==> src/rtl/program_loader.sv <==
// Byte-stream program loader: writes a host byte stream into consecutive register_file addresses.
// Optional trailing two's-complement checksum byte when PROGRAM_LOADER_CHECKSUM_EN is defined.
module program_loader #(
    parameter int ADDR_W = 8,
    parameter int DATA_W = 8
) (
    input  logic              clk,
    input  logic              reset,
    input  logic              start,
    input  logic              abort,
    input  logic [ADDR_W-1:0] start_address,
    input  logic [7:0]        length,
    input  logic              in_valid,
    input  logic [DATA_W-1:0] in_data,
    output logic              in_ready,
    output logic [ADDR_W-1:0] mem_address,
    output logic [DATA_W-1:0] mem_data,
    output logic              mem_wr,
    output logic              busy,
    output logic              done,
    output logic              checksum_ok,
    output logic [1:0]        state_dbg
);

    // Handshake: a byte transfers on a rising edge where in_valid && in_ready;
    // in_ready depends only on state and abort, never on in_valid.
    typedef enum logic [1:0] {
        IDLE  = 2'd0,
        LOAD  = 2'd1,
`ifdef PROGRAM_LOADER_CHECKSUM_EN
        CHECK = 2'd2,
`endif
        DONE  = 2'd3
    } state_t;

    state_t            state;
    logic [ADDR_W-1:0] ptr;
    logic [8:0]        remaining;
    logic              accept;

`ifdef PROGRAM_LOADER_CHECKSUM_EN
    logic [DATA_W-1:0] sum;
    logic [DATA_W-1:0] sum_next;

    always_comb begin
        in_ready = 1'b0;
        if ((state == LOAD || state == CHECK) && !abort) in_ready = 1'b1;
    end

    assign sum_next = sum + in_data;
`else
    always_comb begin
        in_ready = 1'b0;
        if (state == LOAD && !abort) in_ready = 1'b1;
    end
`endif

    assign accept    = in_valid && in_ready;
    assign state_dbg = state;

    always_ff @(posedge clk or negedge reset) begin
        if (!reset) begin
            state       <= IDLE;
            ptr         <= '0;
            remaining   <= 9'd0;
            mem_address <= '0;
            mem_data    <= '0;
            mem_wr      <= 1'b0;
            busy        <= 1'b0;
            done        <= 1'b0;
            checksum_ok <= 1'b0;
`ifdef PROGRAM_LOADER_CHECKSUM_EN
            sum         <= '0;
`endif
        end else begin
            // Write strobe is a single-cycle pulse per accepted byte.
            mem_wr <= 1'b0;
            case (state)
                IDLE, DONE: begin
                    if (start) begin
                        ptr         <= start_address;
                        remaining   <= (length == 8'd0) ? 9'd256 : {1'b0, length};
                        done        <= 1'b0;
                        checksum_ok <= 1'b0;
                        busy        <= 1'b1;
                        state       <= LOAD;
`ifdef PROGRAM_LOADER_CHECKSUM_EN
                        sum         <= '0;
`endif
                    end
                end
                LOAD: begin
                    if (abort) begin
                        state <= IDLE;
                        busy  <= 1'b0;
                        done  <= 1'b0;
                    end else if (accept) begin
                        mem_address <= ptr;
                        mem_data    <= in_data;
                        mem_wr      <= 1'b1;
                        ptr         <= ptr + 1'b1;
                        remaining   <= remaining - 9'd1;
`ifdef PROGRAM_LOADER_CHECKSUM_EN
                        sum         <= sum_next;
                        if (remaining == 9'd1) state <= CHECK;
`else
                        if (remaining == 9'd1) begin
                            state       <= DONE;
                            busy        <= 1'b0;
                            done        <= 1'b1;
                            checksum_ok <= 1'b1;
                        end
`endif
                    end
                end
`ifdef PROGRAM_LOADER_CHECKSUM_EN
                CHECK: begin
                    // The check byte is consumed but never written to memory.
                    if (abort) begin
                        state <= IDLE;
                        busy  <= 1'b0;
                        done  <= 1'b0;
                    end else if (accept) begin
                        checksum_ok <= (sum_next == '0);
                        done        <= 1'b1;
                        busy        <= 1'b0;
                        state       <= DONE;
                    end
                end
`endif
                default: state <= IDLE;
            endcase
        end
    end

endmodule

==> config.mk <==
export PLATFORM = sky130hd
export DESIGN_NAME = program_loader
export DESIGN_NICKNAME = d
export VERILOG_FILES = /design/src/rtl/program_loader.sv
export SDC_FILE = /design/constraint.sdc
export NUM_CORES = 1
export LEC_CHECK = 0
export ABC_AREA = 1
export CORE_ASPECT_RATIO = 0.9
export CORE_MARGIN = 1
export CORE_UTILIZATION = 35
export CTS_BUF_LIST = sky130_fd_sc_hd__clkbuf_4 sky130_fd_sc_hd__clkbuf_8
export DETAILED_ROUTE_END_ITERATION = 7
export DONT_BUFFER_PORTS = 1
export REMOVE_ABC_BUFFERS = 1
export SLEW_MARGIN = 10
export SYNTH_ARGS = -nofsm -noshare
export SYNTH_HDL_FRONTEND = slang
export SYNTH_SLANG_ARGS = --single-unit
==> constraint.sdc <==
create_clock -name clk -period 2.8 [get_ports clk]
set_input_delay 0.84 -clock clk [delete_from_list [all_inputs] [get_ports clk]]
set_output_delay 0.84 -clock clk [all_outputs]
set_load 0.03 [all_outputs]
Yosys cells after proc, flatten, opt, wreduce, memory -nomap -nowiden
Index checks and enable logic that the tools add are counted.
- add/sub/neg operators: 2
- multiply operators: 0
- div/mod/pow operators: 0
- $lt $le $gt $ge: 0
- equal/unequal tests: 9
- shifts and indexed selects: 0
- multiplexer cells: 30
- bitwise gates (word level): 1
- reduce and logical (&&, ||, !) cells: 12
- operators with widths (operator ; number):
    two-way mux 9 bit ; 4
    two-way mux 8 bit ; 3
    one-hot mux 9 bit (2 select lines) ; 1
    one-hot mux 8 bit (2 select lines) ; 1
    two-way mux 1 bit ; 13
    == test 9 x 1 -> 1 bit, second input constant ; 1
    subtractor 9 x 1 -> 9 bit, second input constant ; 1
    adder 8 x 1 -> 8 bit, second input constant ; 1
    logical NOT 8 bit ; 1
    two-way mux 2 bit ; 4
    AND reduction 4 bit ; 2
    != test 2 bit, second input constant ; 3
    one-hot mux 1 bit (2 select lines) ; 3
    AND reduction 3 bit ; 2
    AND reduction 5 bit ; 1
    one-hot mux 2 bit (2 select lines) ; 1
    != test 3 x 2 -> 1 bit, second input constant ; 1
    != test 3 bit, second input constant ; 1
    == test 2 x 1 -> 1 bit, second input constant ; 1
    == test 2 bit, second input constant ; 1
    logical AND 1 bit ; 2
    logical NOT 2 bit ; 1
    != test 2 x 1 -> 1 bit, second input constant ; 1
    nonzero test 2 bit ; 1
    3 further kinds ; 3
- register bits after elaboration: 39
- latch bits: 0
- RAM bits: 0
- bits in read-only memories: 0
- input bits: 29
- output and inout port bits: 23
- word-level logic and storage cells: 63
- memories kept: 0

Logic depth before layout (Yosys ltp)
Gate-level depths: netlist of the first run.
- depth after elaboration: 7
- mapped depth: 11
- mapped depth without buffers: 10

Worst setup path after synthesis of the first run
OpenSTA, ideal clock, no wires.
- kind: register to output
- start: register state[0], in the netlist state_dbg[0]
- end: output in_ready
- arrival: 1071 ps
- required time: 1960 ps
- slack: 889 ps
- stages on the path, launching flop included: 4
- buffers on the path: 0
- cell sequence: dfrtp_1 ha_1 inv_2 nor2_8
- word-level cells in the longest chain between the ends: 3
- ends and longest elaborated chain (element ; line ; text):
    start: declaration ; 36 ; state_t state;
    start signal: assignment ; 63 ; state <= IDLE;
    start signal: assignment ; 86 ; state <= LOAD;
    start signal: assignment ; 94 ; state <= IDLE;
    == test 2 x 1 -> 1 bit ; 54 ; if (state == LOAD && !abort) in_ready = 1'b1;
    logical AND 1 bit ; 54 ;
    two-way mux 1 bit ; 54 ;
    end: declaration ; 15 ; output logic in_ready,
Every way passes these cells.

Worst setup path in the final report of the first run
- start: register state[1], in the netlist state_dbg[1]
- end: register checksum_ok
- word-level cells in the longest chain between the ends: 6
- elaborated cells between the ends (all ways): 14
- those cells by class: eq/ne: 6; mux: 2; reduce/logical: 6
- ends and longest elaborated chain (element ; line ; text):
    == test 2 x 1 -> 1 bit ; 54 ;
    logical AND 1 bit ; 54 ;
    two-way mux 1 bit ; 54 ;
    via in_ready ; 15 ;
    logical AND 1 bit ; 58 ; assign accept = in_valid && in_ready;
    != test 2 bit (no source line) ; n/a ;
    AND reduction 5 bit (no source line) ; n/a ;
    end signal: assignment ; 71 ; checksum_ok <= 1'b0;
    end signal: assignment ; 84 ; checksum_ok <= 1'b0;
    end signal: assignment ; 111 ; checksum_ok <= 1'b1;
    end: declaration ; 21 ; output logic checksum_ok,
The timed path passes the listed nets, and every way through them passes these cells.
A chain may end at the register's enable or synchronous reset.

==> results.py, run 1 <==
metrics = {
    "worst_setup_path": {
        "crit_start": "state_dbg[1]$_DFFE_PN0P_",
        "startpoint_type": "flip-flop",
        "cp-end-kind": "flip-flop",
        "slowest_stage": "dfrtp_1",
        "critical_path.max_fanout": 25,
        "cp_data_arrival_time_ns": 2.39,
        "crit_type": "reg2reg",
        "cp_top_family": "simple AND/OR/NAND/NOR gates",
        "critPathBufInv": 3,
        "crit_required_ns": 2.98,
        "max_stage_delay_ns": 0.54,
        "path_cells": "inv_1 -> ha_1 -> inv_2 -> nor2_8 -> nand2_4 -> nand2_2 -> nand2_2 -> inv_2 -> a21oi_1 -> nor2_1",
        "reg2reg_from": "state_dbg[1]$_DFFE_PN0P_",
    },
    "power_and_ir_drop": {
        "irDropWorstVdd_v": 0.000264,
        "total_power_mw": 2.81,
        "p_per_area_nw_per_um2": 1230,
        "p_leak_nw": 1.18,
    },
    "run_status": {
        "violations": "design-rule violations",
        "outcome": "finished, violations left",
    },
    "place": {
        "dp.cells": 348,
        "dp_hpwl_um": 3210,
        "gp_congestion": 0.829,
        "io_buffers": 0,
    },
    "synth": {
        "mappedNetlistArea_um2": 2110,
        "ys_ff_latch": 39,
        "synth_seq_area_share": 0.462,
        "synth.distinct_cells": 27,
        "yosysWarnings": 0,
        "syn_avg_cell_area_um2": 7.44,
        "synthCells": 284,
    },
    "floorplan": {
        "initial_core_util": 0.367,
        "die_y_um": 75.7,
        "io_pins": 52,
        "core_um2": 5760,
        "die_area_um2": 6350,
        "rows": 26,
        "die_x_um": 83.9,
    },
    "clocking": {
        "cts_resized": 0,
        "cts_root_buf": "clkbuf_8",
        "clock_latency_ns": 0.29,
        "postCtsHoldBufs": 0,
        "cts_max_path_buffers": 2,
        "post_cts_buffers": 0,
        "clkTransAtPathRegs_ns": 0.08,
        "cts_tree": "built",
        "clkSinkCount": 39,
        "htree_levels": 2,
        "cts_made_buffers": 5,
    },
    "timing": {
        "relSlewSlack": 0.705,
        "finalMaxSlewViolations": 0,
        "max_freq_ghz": 0.454,
        "timing.final.crit_share": 0.787,
        "rsz0062_at_grt": "no",
        "hold_viol_final": 0,
        "finalSetupViolations": 0,
        "tns_ns": 0,
        "period_needed_ns": 2.20,
        "fin_skew_ns": 0.00346,
        "worst_slew_pin_slew_ns": 0.441,
        "hold_ws_ns": 0.230,
    },
    "global_route": {
        "antenna_found_initial": 0,
        "grt-ovfl-total": 0,
        "track_usage": 0.146,
        "grt_pass1_wl_um": 7200,
        "grt_max_degree": 40,
        "grt_pass1_vias": 1560,
    },
    "flow_run": {
        "maxCapViolCount": 0,
    },
    "layout": {
        "fin_util": 0.396,
        "fin_cells": 356,
        "num_antenna_cells": 0,
        "final_layout_size_suffix_gt1_frac": 0.0769,
        "fillers": 610,
        "final_cell_mix": "nand2_1, dfrtp_1, nor2_1, inv_1, nand3_1",
        "syn_to_final_growth_pct": 7.99,
        "fin_nets": 319,
        "final_common_cell": "nand2_1",
    },
    "routing": {
        "routed.top_layer": "met4",
        "drt_iter0_markers": 106,
        "wl_per_cell_um": 12.4,
        "dr_total_vias": 1691,
        "viasPerCell": 4.75,
        "wl_um": 4430,
        "drt_pre_antenna_iters": 6,
        "route.antenna.remaining_nets": 0,
        "wl_met1_um": 2080,
        "drc": 6,
        "route.met3.wl_um": 287,
        "met2_length_um": 2010,
    },
    "min_path": {
        "hp-class": "in2async",
    },
}
## power breakdown
group	internal, mW	switching, mW	total [mW]
Sequential	0.811	0.460	1.27
Clock	0.265	0.210	0.476
Combinational	0.379	0.685	1.06
## kinds of logic (layout without fill, tap and decap cells)
group / Yosys count / in the layout / synth area share
adders and majority gates: 5 / 5 / 0.0296
AOI/OAI and AO/OA: 31 / 31 / 0.0799
buffers and inverters: 39 / 41 / 0.0770
xor gates and xnor gates: 4 / 4 / 0.0166
and+or+nand+nor: 166 / 166 / 0.335
DFF: 39 / 39 / 0.462
## state kept, by name, indices dropped and copies added (netlist names)
| register | cells |
|---|---|
| done | 1 |
| busy | 1 |
| mem_address | 8 |
| remaining | 9 |
| state_dbg | 2 |
| mem_data | 8 |
| checksum_ok | 1 |
| mem_wr | 1 |
| ptr | 8 |
## path summary, 6_finish.rpt
| path | end | slack (ns) | cells after the start |
|---|---|---|---|
| worst max register to register | checksum_ok$_DFFE_PN0P_ | 0.60 | 10 |
| worst max-delay path | checksum_ok$_DFFE_PN0P_ | 0.60 | 10 |
| max in group asynchronous | remaining[0]$_DFFE_PN0P_ | 2.48 | 0 |
| min in group clk | ptr[7]$_DFFE_PN0P_ | 0.52 | 2 |
| worst min-delay path | mem_data[3]$_DFFE_PN0P_ | 0.23 | 0 |
| worst min register to register | ptr[7]$_DFFE_PN0P_ | 0.52 | 2 |
## metal layers
| metal | track usage | vias to the layer above |
|---|---|---|
| li1 | - | 887 |
| met4 | 0.0670 | 0 |
| met5 | 0 | - |
| met1 | 0.185 | 765 |
| met3 | 0.0488 | 4 |
| met2 | 0.232 | 35 |
## area by class of cell
cell class | instances | area, um^2 | area share
Clock inverter | 3 | 43.8 | 0.0192
Timing Repair Buffer | 2 | 15.0 | 0.00658
Sequential cell | 39 | 976 | 0.428
Inverter | 31 | 116 | 0.0510
Tap cell | 70 | 87.6 | 0.0384
Multi-Input combinational cell | 206 | 975 | 0.427
Clock buffer | 5 | 68.8 | 0.0302
## synth_stat cells
library cell	count	area share
nand2_2	2	0.0059
nand4_1	5	0.015
inv_2	2	0.0036
buf_2	4	0.0095
o21ai_1	5	0.012
o21ai_0	19	0.045
xnor2_1	1	0.0041
nor2_1	30	0.053
dfrtp_1	39	0.46
xor2_1	3	0.012
nand3_1	22	0.052
a21boi_0	1	0.0036
clkbuf_1	2	0.0036
or2_2	2	0.0059
nor3_1	1	0.0024
clkinv_1	1	0.0018
nor2_2	1	0.0030
nand3b_1	2	0.0071
nor2_8	1	0.0095
inv_1	28	0.050
ha_1	5	0.030
a21oi_1	3	0.0071
buf_6	1	0.0053
nand2_1	99	0.18
a21oi_2	3	0.012
buf_4	1	0.0036
nand2_4	1	0.0053
## per-stage QoR
stage                     instance area [um^2]  setup WS, ns
after floorplan                           2070         0.328
after global placement                    2170         0.647
after detailed placement                  2170         0.597
after CTS                                 2280         0.573
after global routing                      2280         0.367
final                                     2280         0.595
No activity file was read; power rests on OpenSTA's default activity.
==> run 2, diff against run 1 <==
- clock period: 2.8 -> 2.2 ns (I/O delays scaled with it)
==> run 2 against run 1 <==
The flow still finishes with violations (design-rule violations). Register-to-register slack worse by 0.35 ns. Clock power is 26% higher. Via count is 2.1% higher. Non-clock buffer count is 3 higher. Sequential share of layout area is 0.42 points lower. Wire length is 4.0% higher. First-iteration DRC count is 9.4% lower. Die area stayed put. Core utilization is 0.39 points higher. Clock skew is 0.0019 ns higher. Critical path depth is 6 lower. Setup slack worse by 0.43 ns. Largest cell class unchanged.
==> results.py, run 2 (synthesized netlist as in run 1, its figures left out) <==
metrics = {
    "power_and_ir_drop": {
        "total_power_mw": 3.63,
        "p_comb_frac": 0.396,
        "p_int_mw": 1.88,
        "p_seq_frac": 0.439,
        "p_sw_mw": 1.75,
        "swShare": 0.482,
        "irDropWorstVdd_v": 0.000434,
        "p_per_area_nw_per_um2": 1570,
        "clock_power_share": 0.165,
        "p_leak_nw": 1.19,
    },
    "layout": {
        "num_antenna_cells": 0,
        "largest_reg_flops": 9,
        "final_cell_mix": "nand2_1, dfrtp_1, nor2_1, inv_1, nand3_1",
        "regMostFlops": "remaining",
        "syn_to_final_growth_pct": 9.06,
        "postLayoutCellArea_um2": 2300,
        "final_layout_size_suffix_gt1_frac": 0.0865,
        "fin_nets": 322,
        "final_common_cell": "nand2_1",
        "fin_cells": 359,
    },
    "clocking": {
        "cts_made_buffers": 5,
        "htree_levels": 2,
        "cts_tree": "built",
        "postCtsHoldBufs": 0,
        "cts_max_path_buffers": 2,
        "clkTransAtPathRegs_ns": 0.08,
        "post_cts_buffers": 0,
        "cts_resized": 0,
        "clkSinkCount": 39,
        "cts_root_buf": "clkbuf_8",
        "clock_latency_ns": 0.29,
    },
    "timing": {
        "fin_skew_ns": 0.00532,
        "worst_slew_pin_slew_ns": 0.350,
        "finalSetupViolations": 0,
        "max_freq_ghz": 0.490,
        "relSlewSlack": 0.764,
        "rsz0062_at_grt": "no",
        "period_needed_ns": 2.04,
        "finalMaxSlewViolations": 0,
        "hold_viol_final": 0,
        "tns_ns": 0,
        "worst_slack_ns": 0.161,
        "timing.final.crit_share": 0.927,
    },
    "routing": {
        "routed.top_layer": "met4",
        "viasPerCell": 4.81,
        "route.met3.wl_um": 258,
        "drt_iter0_markers": 96,
        "wl_per_cell_um": 12.8,
        "dr_total_vias": 1727,
        "drc": 6,
        "met2_length_um": 2110,
        "wl_met1_um": 2160,
        "route.antenna.remaining_nets": 0,
        "drt_pre_antenna_iters": 6,
        "wl_um": 4610,
    },
    "floorplan": {
        "initial_core_util": 0.367,
        "die_area_um2": 6350,
        "die_x_um": 83.9,
        "core_um2": 5760,
        "io_pins": 52,
        "die_y_um": 75.7,
        "rows": 26,
    },
    "flow_run": {
        "maxCapViolCount": 0,
    },
    "run_status": {
        "outcome": "finished, violations left",
        "violations": "design-rule violations",
    },
    "global_route": {
        "track_usage": 0.151,
        "grt_max_degree": 40,
        "antenna_found_initial": 0,
        "grt-ovfl-total": 0,
        "grt_pass1_vias": 1622,
        "grt_pass1_wl_um": 7490,
    },
    "worst_setup_path": {
        "crit_required_ns": 1.54,
        "startpoint_type": "flip-flop",
        "cp-end-kind": "output port",
        "crit_start": "state_dbg[1]$_DFFE_PN0P_",
        "crit_type": "reg2out",
        "cp_data_arrival_time_ns": 1.38,
        "reg2reg_from": "state_dbg[1]$_DFFE_PN0P_",
        "critical_path.max_fanout": 5,
    },
    "place": {
        "io_buffers": 0,
        "pre_cts_slack_ns": 0.252,
        "place_area_um2": 2190,
        "dp_hpwl_um": 3380,
        "dp.cells": 351,
        "gp_congestion": 0.840,
    },
    "min_path": {
        "hp-class": "in2async",
    },
}
## run 2: cell type report
cell class | count | area [um^2]
fill | 606 | 3450
sequential | 39 | 976
multi-input combinational | 206 | 975
inverter | 31 | 116
tap | 70 | 87.6
clock buffer | 5 | 68.8
clock inverter | 3 | 43.8
timing repair buffer | 5 | 37.5
## run 2: final timing paths
| check | endpoint | slack, ns | cells past startpoint |
|---|---|---|---|
| max reg2reg | remaining[3]$_DFFE_PN0P_ | 0.25 | 10 |
| min reg2reg | remaining[4]$_DFFE_PN0P_ | 0.51 | 2 |
| min | mem_data[3]$_DFFE_PN0P_ | 0.05 | 0 |
| max in group asynchronous | remaining[8]$_DFFE_PN0P_ | 2.07 | 0 |
| max | in_ready | 0.16 | 4 |
| min in group clk | mem_data[7]$_DFFE_PN0P_ | 0.47 | 2 |
## run 2: critical path, stage by stage (launching register included)
cell     delay [ns]
dfrtp_1        0.51
inv_1          0.13
ha_1           0.18
inv_2          0.08
nor2_8         0.19
## run 2: power groups by stage
stage	Clock, mW	Combinational, mW	Sequential [mW]
2_1_floorplan	0	1.09	1.56
3_3_place_gp	0	1.42	1.62
3_5_place_dp	0	1.44	1.62
4_1_cts	0.617	1.45	1.60
5_1_grt	0.646	1.66	1.65
6_report	0.599	1.44	1.59
## run 2: through the flow
stage | hold slack (ns) | utilization
2_1_floorplan | 0.364 | -
6_report | 0.0509 | 0.400
4_1_cts | 0.0443 | 0.400
5_1_grt | 0.0372 | 0.400
3_3_place_gp | 0.365 | 0.381
3_5_place_dp | 0.365 | 0.381
## run 2: layer usage
layer	GRT usage	vias to the layer above
met5	0	-
met4	0.0747	0
met3	0.0390	7
met2	0.250	35
met1	0.189	788
li1	-	897
==> run 3, diff against run 2 <==
- CORE_MARGIN: 1 -> 4
==> run 3 against run 2 <==
The flow now finishes without violations. Register-to-register slack about the same. First-iteration DRC count increased by 23%. Sequential share of layout area grew 0.069 points. Setup slack got worse by 0.064 ns. Count of clock-buffer cells in the layout is 1 higher. Cell area down 0.16%. Combinational power about the same. Critical path depth up 1. Worst hold slack got worse by 0.00060 ns. Via count rose by 1.3%. Critical endpoint unchanged. Largest cell class unchanged.
==> results.py, run 3 (synthesized netlist as in run 1, its figures left out) <==
metrics = {
    "place": {
        "io_buffers": 0,
        "dp.cells": 352,
        "gp_congestion": 0.793,
        "dp_hpwl_um": 3540,
    },
    "routing": {
        "wl_um": 4850,
        "wl_per_cell_um": 13.5,
        "drc": 0,
        "route.antenna.remaining_nets": 0,
        "drt_pre_antenna_iters": 4,
        "viasPerCell": 4.86,
        "dr_total_vias": 1750,
        "drt_iter0_markers": 118,
    },
    "floorplan": {
        "die_y_um": 81.7,
        "io_pins": 52,
        "die_x_um": 89.9,
        "core_um2": 5760,
        "rows": 26,
        "die_area_um2": 7350,
        "initial_core_util": 0.367,
    },
    "timing": {
        "period_needed_ns": 2.10,
        "worst_slew_pin_slew_ns": 0.377,
        "rsz0062_at_grt": "no",
        "tns_ns": 0,
        "finalSetupViolations": 0,
        "fin_skew_ns": 0.00823,
        "relSlewSlack": 0.747,
        "finalMaxSlewViolations": 0,
        "hold_viol_final": 0,
        "max_freq_ghz": 0.475,
        "timing.final.crit_share": 0.956,
    },
    "layout": {
        "regMostFlops": "remaining",
        "final_cell_mix": "nand2_1, dfrtp_1, nor2_1, inv_1, nand3_1",
        "syn_to_final_growth_pct": 8.88,
        "final_common_cell": "nand2_1",
        "num_antenna_cells": 0,
        "fin_cells": 360,
        "fin_nets": 323,
        "largest_reg_flops": 9,
        "final_layout_size_suffix_gt1_frac": 0.0897,
    },
    "worst_setup_path": {
        "cp_top_family": "flip-flops",
        "critical_path.max_fanout": 5,
        "cp_data_arrival_time_ns": 1.44,
        "cp-end-kind": "output port",
        "critPathBufInv": 3,
        "max_stage_delay_ns": 0.54,
        "startpoint_type": "flip-flop",
        "slowest_stage": "dfrtp_1",
        "crit_required_ns": 1.54,
        "crit_type": "reg2out",
        "path_cells": "inv_1 -> ha_1 -> inv_2 -> nor2_8 -> buf_12",
    },
    "clocking": {
        "clkSinkCount": 39,
        "post_cts_buffers": 0,
        "clock_latency_ns": 0.29,
        "clkTransAtPathRegs_ns": 0.08,
        "cts_resized": 0,
        "postCtsHoldBufs": 0,
        "cts_root_buf": "clkbuf_8",
        "cts_made_buffers": 5,
        "htree_levels": 2,
        "cts_max_path_buffers": 2,
        "cts_tree": "built",
    },
    "run_status": {
        "outcome": "completed",
    },
    "global_route": {
        "track_usage": 0.137,
        "grt_max_degree": 40,
        "antenna_found_initial": 0,
        "grt-ovfl-total": 0,
        "met3_usage": 0.0504,
        "grtUsageMet2": 0.215,
        "globalRouteMet1Util": 0.180,
        "grt_pass1_wl_um": 7970,
        "busiest_layer": "met2",
        "grt_pass1_vias": 1625,
    },
    "power_and_ir_drop": {
        "p_per_area_nw_per_um2": 1550,
        "irDropWorstVdd_v": 0.000458,
        "p_leak_nw": 1.19,
    },
    "flow_run": {
        "maxCapViolCount": 0,
    },
    "min_path": {
        "hp-class": "in2async",
    },
}
==> run 3: cell count changes in the layout (fill, tap and decap cells not counted) <==
| cell | delta |
|---|---|
| buf_12 | +1 |
| clkinvlp_4 | +1 |
| bufinv_16 | -1 |
| clkbuf_4 | +1 |
| clkinv_4 | -1 |
==> run 3: layout make-up <==
class | count | area (um^2)
flip-flops and latches | 39 | 976
fillers | 577 | 3460
multi-input cells | 206 | 975
inverters | 31 | 116
clock buffers | 6 | 76.3
well taps | 70 | 87.6
clock inverters | 2 | 12.5
repair buffers | 6 | 57.6
==> run 3: path summary, 6_finish.rpt <==
check                                          from                       end  slack, ns  cells after the start
setup / recovery           state_dbg[1]$_DFFE_PN0P_                  in_ready        0.1                      5
hold / removal                                reset  remaining[5]$_DFFE_PN0P_       0.05                      0
setup reg to reg           state_dbg[1]$_DFFE_PN0P_   checksum_ok$_DFFE_PN0P_       0.26                     10
hold reg to reg                  ptr[7]$_DFFE_PN0P_        ptr[7]$_DFFE_PN0P_       0.51                      2
max in group asynchronous                     reset   mem_data[2]$_DFFE_PN0P_       2.05                      0
min in group clk                         in_data[3]   mem_data[3]$_DFFE_PN0P_       0.47                      2
==> run 3: metal layers <==
layer	part of all wire	up-vias
met5	0	-
met4	0.0066	0
met3	0.074	4
met2	0.44	39
met1	0.47	809
li1	-	898
==> run 3: power by group <==
part	total (mW)	switching, mW	internal [mW]
Clock	0.496	0.262	0.234
Combinational	1.46	0.934	0.528
Sequential	1.60	0.568	1.03
==> run 3: worst reg2reg max path, cell delays in order, from the launching register on <==
cell     delay, ns
dfrtp_1       0.54
inv_1         0.10
ha_1          0.21
inv_2         0.12
nor2_8        0.06
nand2_4       0.08
nand2_2       0.06
nand2_2       0.26
inv_2         0.19
a21oi_1       0.16
nor2_1        0.05
==> run 3: per-stage QoR <==
step / utilization / setup slack (ns) / hold WS [ns] / power (mW) / cell area (um^2)
final: 0.400 / 0.0967 / 0.0503 / 3.56 / 2300
after floorplan: - / -0.272 / 0.364 / 2.65 / 2070
after detailed placement: 0.384 / 0.256 / 0.365 / 3.09 / 2210
after CTS: 0.400 / 0.0714 / 0.0369 / 3.60 / 2300
after global routing: 0.400 / 0.00730 / 0.0278 / 3.90 / 2300
after global placement: 0.384 / 0.313 / 0.366 / 3.07 / 2210
